## config.mk

```make
export PLATFORM = sky130hd
export DESIGN_NAME = boot_ahb_writer
export DESIGN_NICKNAME = d
export VERILOG_FILES = /design/src/rtl/boot_pkg.sv /design/src/rtl/boot_word_fifo.sv /design/src/rtl/boot_ahb_writer.sv
export SDC_FILE = /design/constraint.sdc
export NUM_CORES = 1
export LEC_CHECK = 0
export ABC_AREA = 1
export CORE_ASPECT_RATIO = 0.9
export CORE_MARGIN = 2
export CORE_UTILIZATION = 60
export DETAILED_ROUTE_END_ITERATION = 7
export DONT_BUFFER_PORTS = 1
export PLACE_DENSITY = 0.8
export SETUP_SLACK_MARGIN = 0.1
export SLEW_MARGIN = 0
export SYNTH_ARGS = -nofsm -noshare
export SYNTH_HDL_FRONTEND = slang
export SYNTH_SLANG_ARGS = --single-unit
```

## constraint.sdc

```tcl
create_clock -name clk -period 4.7 [get_ports clk]
set_input_delay 0.94 -clock clk [delete_from_list [all_inputs] [get_ports clk]]
set_output_delay 0.94 -clock clk [all_outputs]
set_load 0.01 [all_outputs]
```

## src/rtl/boot_pkg.sv

```systemverilog
// Shared definitions for the bootloader AHB write stage: FSM encoding,
// AHB-Lite attribute constants and header field width.
package boot_pkg;

    localparam int HDR_W = 16;

    typedef enum logic [2:0] {
        ST_IDLE,
        ST_LOAD,
        ST_FLUSH,
        ST_DRAIN,
        ST_DONE,
        ST_ERR
    } state_e;

    localparam logic [1:0] HTRANS_IDLE   = 2'b00;
    localparam logic [1:0] HTRANS_NONSEQ = 2'b10;
    localparam logic [2:0] HSIZE_WORD    = 3'b010;
    localparam logic [2:0] HBURST_SINGLE = 3'b000;
    localparam logic [3:0] HPROT_DATA    = 4'b0011;

    // Little-endian lane merge: lane 0 lands in [7:0].
    function automatic logic [31:0] lane_insert(input logic [31:0] word,
                                                input logic [1:0]  lane,
                                                input logic [7:0]  b);
        return word | ({24'h0, b} << {lane, 3'b000});
    endfunction

endpackage

```

## src/rtl/boot_word_fifo.sv

```systemverilog
// Synchronous 32-bit word FIFO between the byte packer and the AHB engine.
// Latency: a pushed word is visible on rdata the cycle after the push.
// Backpressure: push while full and pop while empty are ignored; callers gate on full/empty.
module boot_word_fifo #(
    parameter int DEPTH = 4
) (
    input  logic        clk,
    input  logic        reset,
    input  logic        push,
    input  logic [31:0] wdata,
    input  logic        pop,
    output logic [31:0] rdata,
    output logic        full,
    output logic        empty
);

    localparam int AW = (DEPTH > 1) ? $clog2(DEPTH) : 1;

    logic [31:0]   mem_q [DEPTH];
    logic [AW-1:0] wr_ptr_q, wr_ptr_d;
    logic [AW-1:0] rd_ptr_q, rd_ptr_d;
    logic [AW:0]   count_q, count_d;
    logic          push_ok, pop_ok;

    assign full    = (count_q == (AW+1)'(DEPTH));
    assign empty   = (count_q == '0);
    assign push_ok = push && !full;
    assign pop_ok  = pop && !empty;
    assign rdata   = mem_q[rd_ptr_q];

    always_comb begin
        wr_ptr_d = wr_ptr_q;
        rd_ptr_d = rd_ptr_q;
        count_d  = count_q;
        if (push_ok) begin
            wr_ptr_d = wr_ptr_q + 1'b1;
        end
        if (pop_ok) begin
            rd_ptr_d = rd_ptr_q + 1'b1;
        end
        case ({push_ok, pop_ok})
            2'b10:   count_d = count_q + 1'b1;
            2'b01:   count_d = count_q - 1'b1;
            default: count_d = count_q;
        endcase
    end

    always_ff @(posedge clk) begin
        if (reset) begin
            wr_ptr_q <= '0;
            rd_ptr_q <= '0;
            count_q  <= '0;
            for (int i = 0; i < DEPTH; i++) begin
                mem_q[i] <= '0;
            end
        end else begin
            wr_ptr_q <= wr_ptr_d;
            rd_ptr_q <= rd_ptr_d;
            count_q  <= count_d;
            if (push_ok) begin
                mem_q[wr_ptr_q] <= wdata;
            end
        end
    end

endmodule

```

## src/rtl/boot_ahb_writer.sv

```systemverilog
// Packs boot image bytes into words and writes them over AHB-Lite; BOOT_CHECKSUM_EN adds a trailing checksum byte.
// Latency: completing byte -> NONSEQ 2 cycles later (empty FIFO, hready=1), hwdata 1 cycle after that.
// Backpressure: byte_ready drops only when the FIFO is full and the byte would complete a word.
module boot_ahb_writer
    import boot_pkg::*;
#(
    parameter logic [31:0] BASE_ADDR  = 32'h0000_0000,
    parameter int          FIFO_DEPTH = 4
) (
    input  logic             clk,
    input  logic             reset,
    input  logic             hdr_valid,
    input  logic [HDR_W-1:0] hdr_num_bytes,
    input  logic [HDR_W-1:0] hdr_start_addr,
    input  logic             byte_valid,
    input  logic [7:0]       byte_data,
    output logic             byte_ready,
    input  logic             spi_hready,
    input  logic             spi_hresp,
    output logic [31:0]      spi_haddr,
    output logic             spi_hwrite,
    output logic [2:0]       spi_hsize,
    output logic [2:0]       spi_hburst,
    output logic             spi_hmastlock,
    output logic [3:0]       spi_hprot,
    output logic [1:0]       spi_htrans,
    output logic [31:0]      spi_hwdata,
    output logic             core_rst,
    output logic             load_done,
    output logic             load_err
);

    state_e           state_q, state_d;
    logic [HDR_W-1:0] num_bytes_q, num_bytes_d;
    logic [HDR_W-1:0] byte_cnt_q, byte_cnt_d;
    logic [31:0]      pack_q, pack_d;
    logic [1:0]       lane_q, lane_d;
    logic [31:0]      addr_q, addr_d;
    logic [31:0]      pend_q, pend_d;
    logic [1:0]       htrans_q, htrans_d;
    logic [31:0]      haddr_q, haddr_d;
    logic [31:0]      hwdata_q, hwdata_d;
    logic             dphase_q, dphase_d;
`ifdef BOOT_CHECKSUM_EN
    logic [7:0]       csum_q, csum_d;
    logic             data_done;
`else
    logic             last_byte;
`endif

    logic             fifo_push, fifo_pop, fifo_full, fifo_empty;
    logic [31:0]      fifo_wdata, fifo_rdata;
    logic             aphase, engine_on;
    logic [HDR_W-1:0] byte_cnt_inc;
    logic             unused_addr_lsbs;

    assign unused_addr_lsbs = ^hdr_start_addr[1:0];

    assign spi_hwrite    = 1'b1;
    assign spi_hsize     = HSIZE_WORD;
    assign spi_hburst    = HBURST_SINGLE;
    assign spi_hmastlock = 1'b0;
    assign spi_hprot     = HPROT_DATA;
    assign spi_htrans    = htrans_q;
    assign spi_haddr     = haddr_q;
    assign spi_hwdata    = hwdata_q;
    assign core_rst      = (state_q != ST_DONE);
    assign load_done     = (state_q == ST_DONE);
    assign load_err      = (state_q == ST_ERR);

    assign aphase       = (htrans_q == HTRANS_NONSEQ);
    assign engine_on    = (state_q == ST_LOAD) || (state_q == ST_FLUSH) || (state_q == ST_DRAIN);
    assign byte_cnt_inc = byte_cnt_q + 1'b1;
`ifdef BOOT_CHECKSUM_EN
    assign data_done    = (byte_cnt_q == num_bytes_q);
`else
    assign last_byte    = (byte_cnt_inc == num_bytes_q);
`endif

    boot_word_fifo #(
        .DEPTH (FIFO_DEPTH)
    ) u_fifo (
        .clk   (clk),
        .reset (reset),
        .push  (fifo_push),
        .wdata (fifo_wdata),
        .pop   (fifo_pop),
        .rdata (fifo_rdata),
        .full  (fifo_full),
        .empty (fifo_empty)
    );

    always_comb begin
        state_d     = state_q;
        num_bytes_d = num_bytes_q;
        byte_cnt_d  = byte_cnt_q;
        pack_d      = pack_q;
        lane_d      = lane_q;
        addr_d      = addr_q;
        pend_d      = pend_q;
        htrans_d    = htrans_q;
        haddr_d     = haddr_q;
        hwdata_d    = hwdata_q;
        dphase_d    = dphase_q;
`ifdef BOOT_CHECKSUM_EN
        csum_d      = csum_q;
`endif
        fifo_push   = 1'b0;
        fifo_wdata  = pack_q;
        fifo_pop    = 1'b0;
        byte_ready  = 1'b0;

        // The word is popped into pend_q when its address phase is issued,
        // so the FIFO slot frees up one cycle earlier than the data phase.
        if (engine_on) begin
            if (spi_hready) begin
                dphase_d = aphase;
                htrans_d = HTRANS_IDLE;
                if (aphase) begin
                    hwdata_d = pend_q;
                end
            end
            if (!fifo_empty && (!aphase || spi_hready)) begin
                fifo_pop = 1'b1;
                pend_d   = fifo_rdata;
                htrans_d = HTRANS_NONSEQ;
                haddr_d  = addr_q;
                addr_d   = addr_q + 32'd4;
            end
        end

        if (state_q == ST_LOAD) begin
`ifdef BOOT_CHECKSUM_EN
            byte_ready = data_done || !(fifo_full && lane_q == 2'd3);
`else
            byte_ready = !(fifo_full && lane_q == 2'd3);
`endif
        end

        case (state_q)
            ST_IDLE: begin
                if (hdr_valid) begin
                    num_bytes_d = hdr_num_bytes;
                    byte_cnt_d  = '0;
                    addr_d      = BASE_ADDR + {16'h0, hdr_start_addr[15:2], 2'b00};
                    // An empty image has nothing to write or checksum.
                    state_d     = (hdr_num_bytes == '0) ? ST_DONE : ST_LOAD;
                end
            end
            ST_LOAD: begin
                if (byte_valid) begin
                    if (!byte_ready) begin
                        state_d = ST_ERR;
                    end
`ifdef BOOT_CHECKSUM_EN
                    else if (data_done) begin
                        if (csum_q + byte_data != 8'h00) begin
                            state_d = ST_ERR;
                        end else begin
                            state_d = (lane_q != 2'd0) ? ST_FLUSH : ST_DRAIN;
                        end
                    end
`endif
                    else begin
                        byte_cnt_d = byte_cnt_inc;
                        if (lane_q == 2'd3) begin
                            fifo_push  = 1'b1;
                            fifo_wdata = lane_insert(pack_q, lane_q, byte_data);
                            pack_d     = '0;
                            lane_d     = 2'd0;
                        end else begin
                            pack_d = lane_insert(pack_q, lane_q, byte_data);
                            lane_d = lane_q + 2'd1;
                        end
`ifdef BOOT_CHECKSUM_EN
                        csum_d = csum_q + byte_data;
`else
                        if (last_byte) begin
                            state_d = (lane_q == 2'd3) ? ST_DRAIN : ST_FLUSH;
                        end
`endif
                    end
                end
            end
            ST_FLUSH: begin
                if (!fifo_full) begin
                    fifo_push = 1'b1;
                    pack_d    = '0;
                    lane_d    = 2'd0;
                    state_d   = ST_DRAIN;
                end
            end
            ST_DRAIN: begin
                if (fifo_empty && !aphase && (!dphase_q || spi_hready)) begin
                    state_d = ST_DONE;
                end
            end
            default: begin
            end
        endcase

        if (engine_on && dphase_q && spi_hresp) begin
            state_d = ST_ERR;
        end
        if (state_d == ST_ERR) begin
            htrans_d = HTRANS_IDLE;
        end
    end

    always_ff @(posedge clk) begin
        if (reset) begin
            state_q     <= ST_IDLE;
            num_bytes_q <= '0;
            byte_cnt_q  <= '0;
            pack_q      <= '0;
            lane_q      <= '0;
            addr_q      <= '0;
            pend_q      <= '0;
            htrans_q    <= HTRANS_IDLE;
            haddr_q     <= '0;
            hwdata_q    <= '0;
            dphase_q    <= 1'b0;
`ifdef BOOT_CHECKSUM_EN
            csum_q      <= '0;
`endif
        end else begin
            state_q     <= state_d;
            num_bytes_q <= num_bytes_d;
            byte_cnt_q  <= byte_cnt_d;
            pack_q      <= pack_d;
            lane_q      <= lane_d;
            addr_q      <= addr_d;
            pend_q      <= pend_d;
            htrans_q    <= htrans_d;
            haddr_q     <= haddr_d;
            hwdata_q    <= hwdata_d;
            dphase_q    <= dphase_d;
`ifdef BOOT_CHECKSUM_EN
            csum_q      <= csum_d;
`endif
        end
    end

endmodule
```

## Yosys cells after proc, flatten, opt, wreduce, memory -nomap -nowiden

Memories as Yosys holds them, arrays and structs flattened. A register that Yosys moved wholly into a read port is not among the register bits.
Cells that the tools add are included.

| word-level totals | value |
|---|---|
| register bits after elaboration | 175 |
| output and inout bits | 82 |
| RAM bits | 128 |
| input bits | 46 |
| memories kept | 1 |

| operators by class | value |
|---|---|
| $add $sub $neg | 7 |
| reduce and logical (&&, ||, !) cells | 33 |
| shift-type cells | 1 |
| equality and inequality tests | 17 |
| muxes and demuxes | 51 |
| bitwise operators | 1 |

Memory list:

| name | words | width | rd ports | clocked after memory_dff | write ports | line | text |
|---|---|---|---|---|---|---|---|
| u_fifo.mem_q | 4 | 32 | 1 | 1 | 4 | boot_word_fifo.sv:19 | `logic [31:0] mem_q [DEPTH];` |

Operators by type and width:

| operator | count |
|---|---|
| 2-to-1 mux 32 bit | 13 |
| case mux 32 bit (2 select lines) | 1 |
| 2-to-1 mux 16 bit | 3 |
| adder 32 x 3 -> 32 bit (second input constant) | 1 |
| OR 32 bit | 1 |
| case mux 16 bit (2 select lines) | 1 |
| OR reduction 32 bit | 1 |
| left shift 8 x 5 -> 32 bit | 1 |
| 2-to-1 mux 3 bit | 8 |
| adder 16 x 1 -> 16 bit (second input constant) | 1 |
| equality test 16 bit | 1 |
| logical NOT 16 bit | 1 |
| 2-to-1 mux 1 bit | 14 |
| 2-to-1 mux 2 bit | 7 |
| equality test 3 bit (second input constant) | 4 |
| case mux 3 bit (4 select lines) | 1 |
| logical AND 1 bit | 8 |
| != test 2 bit (second input constant) | 4 |
| AND reduction 2 bit | 4 |
| AND reduction 4 bit | 2 |
| nonzero test 2 bit | 4 |
| adder 2 x 1 -> 2 bit (second input constant) | 3 |
| equality test 2 bit (second input constant) | 3 |
| equality test 3 x 2 -> 1 bit (second input constant) | 2 |
| 13 further kinds | 21 |

## Depth between registers and ports, before layout

Gate-level depths: netlist of run 1.

| depth | value |
|---|---|
| word-level depth | 13 |
| depth in mapped cells | 17 |
| depth with buffers taken out | 17 |

## Modules after synthesis

A second synthesis of run 1 with hierarchy kept.

| unflattened totals | value |
|---|---|
| cells, all modules | 1846 |
| area total of the unflattened synthesis | 15172.1 sq um |

By module, submodules not included:

| module | sequential area each (sq um) | instances | area each (sq um) | cells an instance |
|---|---|---|---|---|
| boot_ahb_writer | 3903.7 | 1 | 8886.0 | 1261 |
| boot_word_fifo | 4023.9 | 1 | 6286.0 | 585 |

## Worst setup path before layout of run 1

No wires, ideal clock.

| path | value |
|---|---|
| kind | input port to flip-flop |
| start | input byte_valid |
| end | memory u_fifo.mem_q[3][0], enable pin |
| library setup time | 0.464 ns |
| path buffers | 0 |
| cell stages on the path | 9 |
| setup slack | 0.422 ns |
| data arrival time | 3.815 ns |
| cell sequence | inv_1 > nor2_1 > nand2_1 > nand2_1 > inv_2 > nor2_8 > inv_2 > nor2_1 > nor3_1 |

RTL lines:

| item | line | text |
|---|---|---|
| from (decl) | boot_ahb_writer.sv:15 | `input logic byte_valid,` |
| to (decl) | boot_word_fifo.sv:19 |  |

==> impl_metrics.yaml, run 1 <==
status:
  status: "complete, no violations"
cts:
  htreeDepth: 2
  worstSkewPairLatency_ns: 0.53
  path_clk_slew_ns: 0.06
  cts_tree: "yes"
  clockBufferDepth: 3
  cts.root.buffer_cell: "clkbuf_16"
  cts_setup_buffers: 0
  cts_resized: 0
  hold_buffers: 0
  cts_made_buffers: 35
  clock-sinks: 330
grt:
  grt_pass1_vias: 11000
  grt_start_max_net_pins: 66
  grt_pass1_wl_mm: 55.8
  overflow: 0
  grt_usage: 0.267
  antenna_found_initial: 0
cells_and_area:
  finish.utilization: 0.659
  syn2layout_area_growth_pct: 8.55
  final_nets: 1765
  drive_above_1_share: 0.0794
  antenna_cells: 0
yosys:
  async_reset_ff_frac: 0
  synth.top_cell.area_share: 0.277
  synth_cell_types: 50
  syn_area_um2: 14600
  yosysTopAreaCell: "dfxtp_1"
  synth_edf_count: 128
  yosysSeqAreaShare: 0.540
  synth_area_leaders: "dfxtp_1 28%, edfxtp_1 26%, nor2_1 9.6%"
  yosys_warnings: 0
  synth_flop_cell: "dfxtp_1"
  syn_inst: 1757
  synth_seq_cells: 330
  syn_avg_cell_area_um2: 8.31
sta:
  rsz0062_at_grt: "no"
  tightest_slew_ns: 1.24
  setup_viol: 0
  worst_hold_slack_ns: 0.456
  relSlewSlack: 0.173
  final_max_slew_viol_count: 0
  fin_crit_ns: 3.21
  fin_skew_ns: 0.0208
  tns_ns: 0
  setup_slack_ns: 1.49
  fmax_mhz: 311
  finalCritPeriodShare: 0.684
  hold_viol_final: 0
run:
  drv_cap: 0
power:
  vdd_drop_max_mv: 0.251
  p_leak_nw: 6.20
  powerDensity_nw_per_um2: 399
critical_path:
  critPathCapture: "u_fifo.mem_q[1][13]"
  end_kind: "flip-flop"
  r2r_slack_ns: 1.49
  cp.arrival_ns: 3.37
  r2r_cells: 13
  cp_slowest_stage_delay_ns: 0.52
  timing.rr.end: "u_fifo.mem_q[1][13]"
  rr_startpoint: "lane_q[0]"
  cp_cell_sequence: "ha_1 > nand2_1 > nand2_1 > nor2_2 > nand2_1 > nand2_1 > inv_2 > nor2_8 > inv_2 > nor2_1 > nand2_1 > nand2_1 > buf_4"
  required_ns: 4.85
  critPathLaunch: "lane_q[0]"
  path_max_fanout: 32
  crit_type: "flip-flop to flip-flop"
  crit_top_cell: "nand2_1"
  startpoint_type: "flip-flop"
  slowest_stage: "dfxtp_1"
detailed_routing:
  drc: 0
  ant_nets: 0
  routedWlPerCell_um: 16.9
  drtPass1Iterations: 6
  vias: 11900
  drt_iter0_drc: 1349
  viasPerCell: 5.81
  routed_wl_mm: 34.5
die:
  rows: 54
  die_y_um: 152
  ios: 128
  start_util: 0.607
  die-area_um2: 25600
  core_um2: 24100
  die_w_um: 168
placement:
  port_buffers: 0
  dp_hpwl_mm: 21.5
  post-place-ws_ns: 1.54
  gp_congestion: 0.887
hold_path:
  hold_depth: 2
  hold_path_class: "flip-flop to flip-flop"
==> report_power, final <==
group	internal (mW)	total, mW	leakage [nW]	switching [mW]
logic	0.120	0.418	2.68	0.298
registers	3.08	3.16	2.96	0.0776
clock network	1.64	2.74	0.569	1.10
==> per-stage QoR <==
step | total power, mW | instances | instance area [um2]
6_report | 6.32 | 2047 | 15800
5_1_grt | 6.53 | 2047 | 15800
4_1_cts | 6.34 | 2047 | 15800
3_5_place_dp | 3.62 | 1985 | 14700
3_3_place_gp | 3.61 | 1985 | 14700
2_1_floorplan | 3.52 | 1770 | 14600
==> logic make-up (layout without fill, tap and decap cells) <==
family                     count (synthesis)  count (layout)  synth area share
buffers and inverters                    285             254            0.0781
adders and majority gates                  5               5           0.00480
AOI/OAI and AO/OA                        396             396             0.152
DFF                                      330             330             0.540
muxes                                      1               1          0.000686
other                                      2              15          0.000515
xor gates and xnor gates                  20              20            0.0139
and+or+nand+nor                          718             718             0.210
==> critical path: cells and delay by family, from the launching register on <==
| family | cells | cell delay, ns |
|---|---|---|
| adder cells (fa/ha/maj) | 1 | 0.38 |
| buffers and inverters | 3 | 0.73 |
| flip-flops | 1 | 0.52 |
| AND/OR/NAND/NOR | 9 | 1.19 |
==> synthesized netlist by cell type, types with 2 or more instances <==
cell and n:
o22ai_1 32, or2_2 2, a211oi_1 2, o21a_1 4, o21bai_1 2, nor2_8 2
a31o_2 33, nor2_2 3, buf_2 8, a32oi_1 4, conb_1 2, inv_1 165
clkinv_1 5, a22oi_1 3, nor2_1 374, nor3_1 47, nor4_1 7, xor2_1 13
o21ai_0 198, o221ai_1 4, buf_1 10, dfxtp_1 202, nor3_2 4, edfxtp_1 128
buf_4 16, nand3_4 2, clkbuf_1 77, nand3_1 71, nand2_2 4, nand4_1 9
xnor2_1 5, ha_1 4, inv_2 4, nor2_4 5, xnor3_1 2, a21oi_1 109
nand2_1 182
==> cells in the final DEF, fill, tap and decap left out, drive strengths merged, types with 15 or more instances in the layout <==
cell    count
nand3      74
nor3       51
clkbuf     53
a21oi     109
nand2     187
dfxtp     202
edfxtp    128
a31o       33
buf        18
inv       169
o21ai     198
nor2      384
conb       15
o22ai      32
==> state kept, by name, summed over array words and instances, names as in the netlist, 16 cells and up <==
register      count
pend_q           32
addr_q           30
u_fifo.mem_q    128
byte_cnt_q       16
pack_q           32
num_bytes_q      16
spi_hwdata       32
spi_haddr        30
==> how the worst min path moves through the flow <==
stage | startpoint | endpoint | slack [ns]
4_1_cts | pend_q[8] | pend_q[8] | 0.46
2_1_floorplan | pend_q[11] | pend_q[11] | 0.43
3_3_place_gp | pend_q[4] | pend_q[4] | 0.44
3_5_place_dp | pend_q[9] | pend_q[9] | 0.45
5_1_grt | reset | spi_haddr[2] | 0.47
6_report | pend_q[8] | pend_q[8] | 0.46
==> metal layers <==
layer,global-route usage,up-vias,wire [um]
li1,-,5745,-
met5,0,-,0
met3,0.0511,54,3170
met4,0.0714,0,526
met2,0.422,514,16100
met1,0.380,5577,14700
==> layout make-up <==
type / instances / area (um2)
clock buffer: 53 / 1040
clock inverter: 9 / 114
fill: 1903 / 8210
inverter: 174 / 654
multi-input combinational: 1155 / 5630
sequential: 330 / 7890
tap: 308 / 385
timing repair buffer: 18 / 135
Note: power is estimated with default switching activity, not from simulation.
==> run 2: changes to the inputs <==
Settings changed: CORE_UTILIZATION 60 to 57, PLACE_DENSITY 0.8 to 0.79.
Clock period 4.7 ns to 2.8 ns, I/O delays scaled along.
==> run 2 against run 1 <==
Compared with the run above:
- critical path depth is 1 higher
- sequential power up 67%
- cell area increased by 0.36%
- largest power group unchanged
==> impl_metrics.yaml, run 2 (synthesis gave the netlist of run 1 again) <==
critical_path:
  end_kind: "flip-flop"
  r2r_cells: 14
  timing.rr.end: "u_fifo.mem_q[1][10]"
  cp.arrival_ns: 2.65
  crit_type: "flip-flop to flip-flop"
  cp_cell_sequence: "inv_2 > nand2_1 > nor2_1 > nand2_1 > nor2_2 > nand2_1 > nand2_1 > inv_2 > nor2_8 > inv_2 > nor2_1 > nand2_1 > nand2_1 > buf_12"
  crit_cells: 14
  path_max_fanout: 32
  critPathTopFamily: "simple AND/OR/NAND/NOR gates"
  r2r_slack_ns: 0.35
  crit_top_cell: "nand2_1"
  rr_startpoint: "state_q[2]"
  critPathCapture: "u_fifo.mem_q[1][10]"
  cp_slowest_stage_delay_ns: 0.35
  slowest_stage: "dfxtp_1"
  critPathLaunch: "state_q[2]"
  required_ns: 3.00
  path_buf_inv: 4
  startpoint_type: "flip-flop"
detailed_routing:
  viasPerCell: 5.63
  drt_iter0_drc: 1474
  routed_wl_mm: 33.7
  drc: 0
  ant_nets: 0
  routedWlPerCell_um: 16.2
  drtPass1Iterations: 6
  vias: 11700
sta:
  fin_crit_ns: 2.45
  rsz0062_at_grt: "no"
  final_max_slew_viol_count: 0
  tns_ns: 0
  fmax_mhz: 408
  hold_viol_final: 0
  relSlewSlack: 0.323
  setup_viol: 0
  finalCritPeriodShare: 0.876
  tightest_slew_ns: 1.01
  fin_skew_ns: 0.0199
  setup_slack_ns: 0.346
placement:
  dp_hpwl_mm: 21.6
  gp_congestion: 0.892
  place_area_um2: 14900
  port_buffers: 0
  post-place-ws_ns: 0.362
cells_and_area:
  final_area_um2: 15900
  top_register: "u_fifo.mem_q"
  layout_commonest_cell: "nor2_1"
  finish.utilization: 0.631
  num-fill-cells: 2084
  syn2layout_area_growth_pct: 8.94
  drive_above_1_share: 0.0808
  final_nets: 1774
  layout_common_cells: "372 x nor2_1, 201 x dfxtp_1, 198 x o21ai_0"
  largest_reg_flops: 128
  antenna_cells: 0
cts:
  htreeDepth: 2
  cts.root.buffer_cell: "clkbuf_16"
  hold_buffers: 0
  cts_tree: "yes"
  clock-sinks: 330
  cts_resized: 0
  path_clk_slew_ns: 0.06
  cts_setup_buffers: 0
  cts_made_buffers: 34
  worstSkewPairLatency_ns: 0.52
  clockBufferDepth: 3
power:
  vdd_drop_max_mv: 0.350
  powerDensity_nw_per_um2: 643
  p_leak_nw: 6.20
run:
  drv_cap: 0
grt:
  grt_start_max_net_pins: 120
  grt_usage: 0.251
  grt_pass1_wl_mm: 54.9
  overflow: 0
  grt_pass1_vias: 11100
  antenna_found_initial: 0
die:
  rows: 55
  die-area_um2: 26900
  core_um2: 25200
  die_y_um: 156
  start_util: 0.579
  ios: 128
  die_w_um: 173
hold_path:
  hold_path_class: "primary input to flip-flop"
status:
  status: "complete, no violations"
run 2: cell types whose count changed in the layout (fill, tap and decap cells not counted), moves of 2 or more:
| cell | change |
|---|---|
| clkbuf_2 | -3 |
| buf_4 | +5 |
| clkbuf_8 | -5 |
| clkinv_8 | -2 |
| clkinvlp_4 | +2 |
| clkbuf_1 | +3 |
| buf_12 | +5 |
run 2: area by class of cell:
class	instances	area, um2	area share
Timing Repair Buffer	28	273	0.0172
Sequential cell	330	7890	0.496
Clock inverter	10	80.1	0.00504
Multi-Input combinational cell	1155	5640	0.354
Clock buffer	47	941	0.0592
Inverter	174	654	0.0412
Tap cell	342	428	0.0269
run 2: worst min path at each step:
| stage | start | to | slack (ns) | cells after the start |
|---|---|---|---|---|
| floorplan | pend_q[11] | pend_q[11] | 0.43 | 2 |
| global placement | pend_q[5] | pend_q[5] | 0.44 | 2 |
| detailed placement | pend_q[5] | pend_q[5] | 0.45 | 2 |
| CTS | reset | byte_cnt_q[14] | 0.09 | 1 |
| global route | reset | byte_cnt_q[13] | 0.10 | 1 |
| finish | reset | byte_cnt_q[14] | 0.12 | 1 |
run 2: worst register-to-register path: stages, from the launching register on:
cell,delay [ns]
dfxtp_1,0.35
inv_2,0.13
nand2_1,0.11
nor2_1,0.18
nand2_1,0.12
nor2_2,0.11
nand2_1,0.05
nand2_1,0.13
inv_2,0.09
nor2_8,0.09
inv_2,0.10
nor2_1,0.23
nand2_1,0.08
nand2_1,0.11
buf_12,0.23
run 2: through the flow:
| stage | hold slack [ns] | cells | total power [mW] |
|---|---|---|---|
| 6_report | 0.115 | 2086 | 10.2 |
| 5_1_grt | 0.103 | 2086 | 10.6 |
| 4_1_cts | 0.0915 | 2086 | 10.3 |
| 3_5_place_dp | 0.447 | 2029 | 6.11 |
| 3_3_place_gp | 0.440 | 2029 | 6.08 |
| 2_1_floorplan | 0.430 | 1770 | 5.91 |
run 2: routing by layer:
layer,share of wire,global-route usage,vias up,routed length [um]
li1,-,-,5758,-
met1,0.43,0.348,5412,14500
met2,0.45,0.398,498,15100
met3,0.097,0.0504,74,3280
met4,0.024,0.0819,0,808
met5,0,0,-,0
run 2: power by group:
part | total, mW | internal [mW] | switching (mW)
clock network | 4.21 | 2.44 | 1.77
registers | 5.28 | 5.17 | 0.115
logic | 0.736 | 0.224 | 0.512
